## config.mk

```make
export PLATFORM = sky130hd
export DESIGN_NAME = send_recv_accum
export DESIGN_NICKNAME = d
export VERILOG_FILES = /design/src/rtl/send_recv_accum_pkg.sv /design/src/rtl/send_recv_accum_dpath.sv /design/src/rtl/send_recv_accum.sv
export SDC_FILE = /design/constraint.sdc
export NUM_CORES = 1
export LEC_CHECK = 0
export ABC_AREA = 1
export BUFFER_PORTS_ARGS = -buffer_cell sky130_fd_sc_hd__buf_2
export CORE_MARGIN = 2
export CORE_UTILIZATION = 40
export DETAILED_ROUTE_END_ITERATION = 8
export SLEW_MARGIN = 10
export SYNTH_ARGS = -nofsm -noshare
export SYNTH_HDL_FRONTEND = slang
export SYNTH_SLANG_ARGS = --single-unit
```

## constraint.sdc

```tcl
create_clock -name clk -period 1.99 [get_ports clk]
set_clock_uncertainty 0.05 [all_clocks]
set_input_delay 0.199 -clock clk [delete_from_list [all_inputs] [get_ports clk]]
set_output_delay 0.199 -clock clk [all_outputs]
set_load 0.005 [all_outputs]
```

## src/rtl/send_recv_accum_pkg.sv

```systemverilog
// Shared definitions for the send_recv_accum stream reduction stage.
//   state_t   : two-state control FSM (collecting a group / presenting its sum)
//   cnt_width : width of the in-group message counter for a given group size
package send_recv_accum_pkg;

    typedef enum logic {
        ACCUM = 1'b0,
        SEND  = 1'b1
    } state_t;

    // The counter must be able to hold nmsgs itself, so size it for n+1 values.
    function automatic int cnt_width(input int n);
        return (n < 1) ? 1 : $clog2(n + 1);
    endfunction

endpackage

```

## src/rtl/send_recv_accum_dpath.sv

```systemverilog
// Datapath of send_recv_accum: running sum, sticky carry flag and group counter.
// Ports:
//   clk, reset     : clock, asynchronous active-low reset
//   i_acc_clr      : clear sum, flag and counter (group handed off, nothing new)
//   i_acc_load     : start a new group with i_msg (sum handed off in same cycle)
//   i_acc_add      : add i_msg into the running sum
//   i_msg          : incoming message
//   o_acc, o_ovfl  : current sum (mod 2^nbits) and sticky carry-out flag
//   o_is_last      : the next accepted message completes the group
module send_recv_accum_dpath
    import send_recv_accum_pkg::*;
#(
    parameter int nbits = 32,
    parameter int nmsgs = 4
) (
    input  logic             clk,
    input  logic             reset,
    input  logic             i_acc_clr,
    input  logic             i_acc_load,
    input  logic             i_acc_add,
    input  logic [nbits-1:0] i_msg,
    output logic [nbits-1:0] o_acc,
    output logic             o_ovfl,
    output logic             o_is_last
);

    localparam int            CW   = cnt_width(nmsgs);
    localparam logic [CW-1:0] LAST = CW'(nmsgs - 1);

    logic [nbits-1:0] r_acc;
    logic             r_ovfl;
    logic [CW-1:0]    r_cnt;
    logic [nbits:0]   w_sum;

    // One extra bit captures the carry out of the top of the sum.
    assign w_sum = {1'b0, r_acc} + {1'b0, i_msg};

    always_ff @(posedge clk or negedge reset) begin
        if (!reset) begin
            r_acc  <= '0;
            r_ovfl <= 1'b0;
            r_cnt  <= '0;
        end else if (i_acc_load) begin
            r_acc  <= i_msg;
            r_ovfl <= 1'b0;
            r_cnt  <= CW'(1);
        end else if (i_acc_clr) begin
            r_acc  <= '0;
            r_ovfl <= 1'b0;
            r_cnt  <= '0;
        end else if (i_acc_add) begin
            r_acc  <= w_sum[nbits-1:0];
            r_ovfl <= r_ovfl | w_sum[nbits];
            r_cnt  <= r_cnt + CW'(1);
        end
    end

    assign o_acc     = r_acc;
    assign o_ovfl    = r_ovfl;
    assign o_is_last = (r_cnt == LAST);

endmodule

```

## src/rtl/send_recv_accum.sv

```systemverilog
// Stream reduction stage: sums each consecutive group of nmsgs messages from an
// en/rdy receive port and emits one sum (with sticky carry flag) per group on
// an en/rdy send port. A new group may begin in the same cycle the previous
// sum is handed off, so a fully ready stream runs without bubbles.
// Ports:
//   clk, reset          : clock, asynchronous active-low reset
//   recv_rdy/recv_en    : receive handshake; recv_msg is the incoming message
//   send_rdy/send_en    : send handshake; send_msg is the group sum,
//                         send_ovfl flags a carry out during the group
module send_recv_accum
    import send_recv_accum_pkg::*;
#(
    parameter int nbits = 32,
    parameter int nmsgs = 4
) (
    input  logic             clk,
    input  logic             reset,
    output logic             recv_rdy,
    input  logic             recv_en,
    input  logic [nbits-1:0] recv_msg,
    input  logic             send_rdy,
    output logic             send_en,
    output logic [nbits-1:0] send_msg,
    output logic             send_ovfl
);

    state_t           r_state;
    state_t           w_next;
    logic             w_recv_rdy;
    logic             w_send_en;
    logic             w_clr;
    logic             w_load;
    logic             w_add;
    logic             w_is_last;
    logic [nbits-1:0] w_acc;
    logic             w_ovfl;

    always_ff @(posedge clk or negedge reset) begin
        if (!reset) begin
            r_state <= ACCUM;
        end else begin
            r_state <= w_next;
        end
    end

    always_comb begin
        w_next     = r_state;
        w_recv_rdy = 1'b0;
        w_send_en  = 1'b0;
        w_clr      = 1'b0;
        w_load     = 1'b0;
        w_add      = 1'b0;
        case (r_state)
            ACCUM: begin
                w_recv_rdy = 1'b1;
                if (recv_en) begin
                    w_add = 1'b1;
                    if (w_is_last) begin
                        w_next = SEND;
                    end
                end
            end
            SEND: begin
                // Receive is only open while the sum is leaving, so the
                // incoming message can seed the next group directly.
                w_recv_rdy = send_rdy;
                w_send_en  = send_rdy;
                if (send_rdy) begin
                    if (recv_en) begin
                        w_load = 1'b1;
                        w_next = (nmsgs == 1) ? SEND : ACCUM;
                    end else begin
                        w_clr  = 1'b1;
                        w_next = ACCUM;
                    end
                end
            end
            default: w_next = ACCUM;
        endcase
    end

    send_recv_accum_dpath #(
        .nbits (nbits),
        .nmsgs (nmsgs)
    ) u_dpath (
        .clk        (clk),
        .reset      (reset),
        .i_acc_clr  (w_clr),
        .i_acc_load (w_load),
        .i_acc_add  (w_add),
        .i_msg      (recv_msg),
        .o_acc      (w_acc),
        .o_ovfl     (w_ovfl),
        .o_is_last  (w_is_last)
    );

    // Handshake outputs are forced low for as long as reset is held, not just
    // until the next edge.
    assign recv_rdy  = w_recv_rdy & reset;
    assign send_en   = w_send_en & reset;
    assign send_msg  = send_en ? w_acc : '0;
    assign send_ovfl = send_en & w_ovfl;

endmodule

```

==> impl_metrics.py <==
metrics = {
    "run_status": {
        "status": "completed",
    },
    "global_routing": {
        "grt_pass1_wl_um": 22010,
        "grt_max_degree": 38,
        "antenna_found_initial": 0,
        "grt-ovfl-total": 0,
        "grt_usage_pct": 23.68,
        "grt_pass1_vias": 4535,
    },
    "floorplanning": {
        "initial_utilization_pct": 40.81,
        "coreArea_um2": 10790,
        "ios": 71,
        "dieArea_um2": 11870,
        "die-width_um": 108.9,
        "rows": 38,
        "die_y_um": 108.9,
    },
    "synth": {
        "synth_top_family_by_area": "simple AND/OR/NAND/NOR gates",
        "synth_cell_types": 33,
        "synth_area_um2": 4404,
        "synth_edf_count": 0,
        "ys.flop_type": "dfrtp_1",
        "synthAdderAreaFrac_pct": 10.11,
        "ys_seq_area_share_pct": 21.02,
        "synth_fp_nets": 839,
        "async_reset_ff_share_pct": 100.0,
        "synth_cells": 768,
        "muxShareOfSynthArea_pct": 0,
        "yosys_warnings": 0,
        "synth-xor-area-share_pct": 0,
        "avgSynthCellArea_um2": 5.735,
        "synthSimpleGateAreaFrac_pct": 38.41,
        "ys_ff_latch": 37,
        "synth_compound_area_share_pct": 14.03,
    },
    "clocking": {
        "cts.clk_slew.worst_paths_ns": 0.09,
        "cts_tree": "yes",
        "cts_buffers": 5,
        "htree_levels": 2,
        "clkLatencyLatePin_ns": 0.30,
        "cts-root-buf": "clkbuf_8",
        "cts.sinks": 37,
        "clock_path_buffers": 2,
    },
    "setup_path": {
        "cp_max_fo": 4,
        "arrival_ns": 2.04,
        "crit_chain": "ha_2, buf_4, nand2_1, nand2_1, nand3_1, nand2_1, nand2_2, nand2_2, or2_2, nand3_1, a22oi_1",
        "crit_path_start": "u_dpath.o_acc[0]",
        "cp_slowest_cell": "dfrtp_1",
        "max_stage_delay_ns": 0.39,
        "crit_required_ns": 2.11,
        "cp-end-kind": "flop",
        "rr_startpoint": "u_dpath.o_acc[0]",
        "crit_type": "reg -> reg",
        "crit_top_cell": "nand2_1",
        "start_kind": "flop",
    },
    "sta": {
        "drv_slew": 0,
        "period_minus_slack_ns": 1.918,
        "grt_setup_unrepaired": "true",
        "finalHoldViolCount": 0,
        "fmax_ghz": 0.5214,
        "fin_hold_ws_ns": 0.09827,
        "period_share_pct": 96.37,
        "worstMarginPinSlew_ns": 0.5520,
        "setup_violations": 0,
        "slew_headroom_pct": 63.20,
    },
    "power": {
        "p_per_area_nw_per_um2": 1456,
        "vdd_drop_max_v": 0.0006424,
        "leakage_nw": 3.288,
    },
    "placed_design": {
        "place_congestion": 0.9542,
        "io_buffers": 70,
        "dp_hpwl_um": 10760,
    },
    "min_path": {
        "hold_class": "in -> reg",
        "hold_start": "recv_en",
    },
    "layout": {
        "final_common_cell": "nand2_1",
        "syn_to_final_growth_pct": 26.70,
        "layout-drive-gt1-share_pct": 25.09,
        "final_cell_mix": "nand2_1, inv_1, nor2_1",
        "layout.nets": 931,
        "nFillCells": 1161,
        "num_antenna_cells": 0,
        "final_util_pct": 51.70,
    },
    "drt": {
        "vias": 4912,
        "first_pass_iters": 5,
        "drtIter0Drc": 206,
        "drtAntennaViolNets": 0,
        "wirelength_um": 13950,
        "wl_per_cell_um": 13.94,
        "post-route-drc-count": 0,
        "via_per_inst": 4.907,
    },
    "flow_run": {
        "drv_cap": 0,
    },
}
==> where the power goes <==
group	leakage [nW]	total [mW]	internal, mW	switching, mW
Sequential	0.414	1.46	1.13	0.328
Clock	0.0439	0.573	0.243	0.330
Combinational	2.83	6.10	2.46	3.63
==> per-stage QoR <==
step	TNS (ns)	worst slack (ns)	instance area, um^2	instances	total power, mW
after floorplan	0	0.1734	4404	768	5.235
after global placement	-0.09827	-0.05535	4985	986	6.555
after detailed placement	-0.05935	-0.03258	4985	986	6.634
after CTS	0	0.01237	5095	995	7.271
after global routing	-0.2637	-0.04619	5580	1001	9.006
final	0	0.07215	5580	1001	8.126
==> cell type report <==
cell class              count  area (um^2)  area share [%]
repair buffers            100        581.8           10.43
flip-flops and latches     37        925.9           16.59
clock inverters             3        17.52          0.3139
inverters                 160        600.6           10.76
clock buffers               5        68.82           1.233
well taps                 140        175.2           3.139
multi-input cells         556         3211           57.53
==> logic make-up (layout without fill, tap and decap cells) <==
logic type | Yosys count | count (layout)
simple gates | 410 | 410
buf+inv | 175 | 268
compound gates | 111 | 111
flops | 37 | 37
fa+ha+maj | 35 | 35
==> layer usage <==
| metal | global-route usage (%) | share of wire [%] | vias up |
|---|---|---|---|
| met3 | 2.570 | 3.8 | 14 |
| met4 | 4.945 | 1.2 | 0 |
| met2 | 39.62 | 47 | 97 |
| met1 | 32.89 | 48 | 2250 |
| li1 | - | - | 2551 |
| met5 | 0 | 0 | - |
==> synth_stat cells (3+ instances only) <==
library cell / n / share of area (%)
buf_2: 3 / 0.34
a21oi_1: 78 / 8.9
nand3_1: 47 / 5.3
nor2_2: 5 / 0.71
or2_2: 3 / 0.43
nand3b_1: 3 / 0.51
nand2_1: 240 / 20
o21ai_0: 11 / 1.2
buf_1: 3 / 0.26
nand2_2: 8 / 1.1
a22oi_1: 11 / 1.9
dfrtp_1: 37 / 21
nor2_1: 95 / 8.1
inv_1: 158 / 13
ha_1: 34 / 9.7
buf_6: 6 / 1.5
==> sequential cells by signal (all words and copies together), names as in the netlist <==
| name | flops |
|---|---|
| u_dpath.o_ovfl | 1 |
| u_dpath.o_acc | 32 |
| u_dpath.r_cnt | 3 |
| r_state | 1 |
==> repair_timing <==
item | 4_1_cts | 5_1_grt
resized for setup | 5 | 94
hold buffers | 1 | 0
pin swaps | 0 | 10
setup endpoints to repair | 5 | 29
hold endpoints to repair | 21 | 0
buffers inserted | 0 | 6
==> final timing paths <==
kind | depth (start not counted) | to | slack [ns]
min in group asynchronous | 3 | u_dpath.o_acc[0] | 0.51
setup reg to reg | 11 | u_dpath.o_acc[13] | 0.07
setup / recovery | 11 | u_dpath.o_acc[13] | 0.07
max in group asynchronous | 3 | u_dpath.o_acc[23] | 1.00
hold reg to reg | 2 | u_dpath.r_cnt[0] | 0.47
hold / removal | 3 | u_dpath.r_cnt[0] | 0.1
==> worst max-delay path, delay by kind of cell, from the launching register on <==
kind / cells / cell delay (ns)
AOI/OAI and AO/OA: 1 / 0.07
DFF: 1 / 0.39
adders and majority gates: 1 / 0.19
and+or+nand+nor: 8 / 0.96
buffers and inverters: 1 / 0.14
No activity file was read; power rests on OpenSTA's default activity.
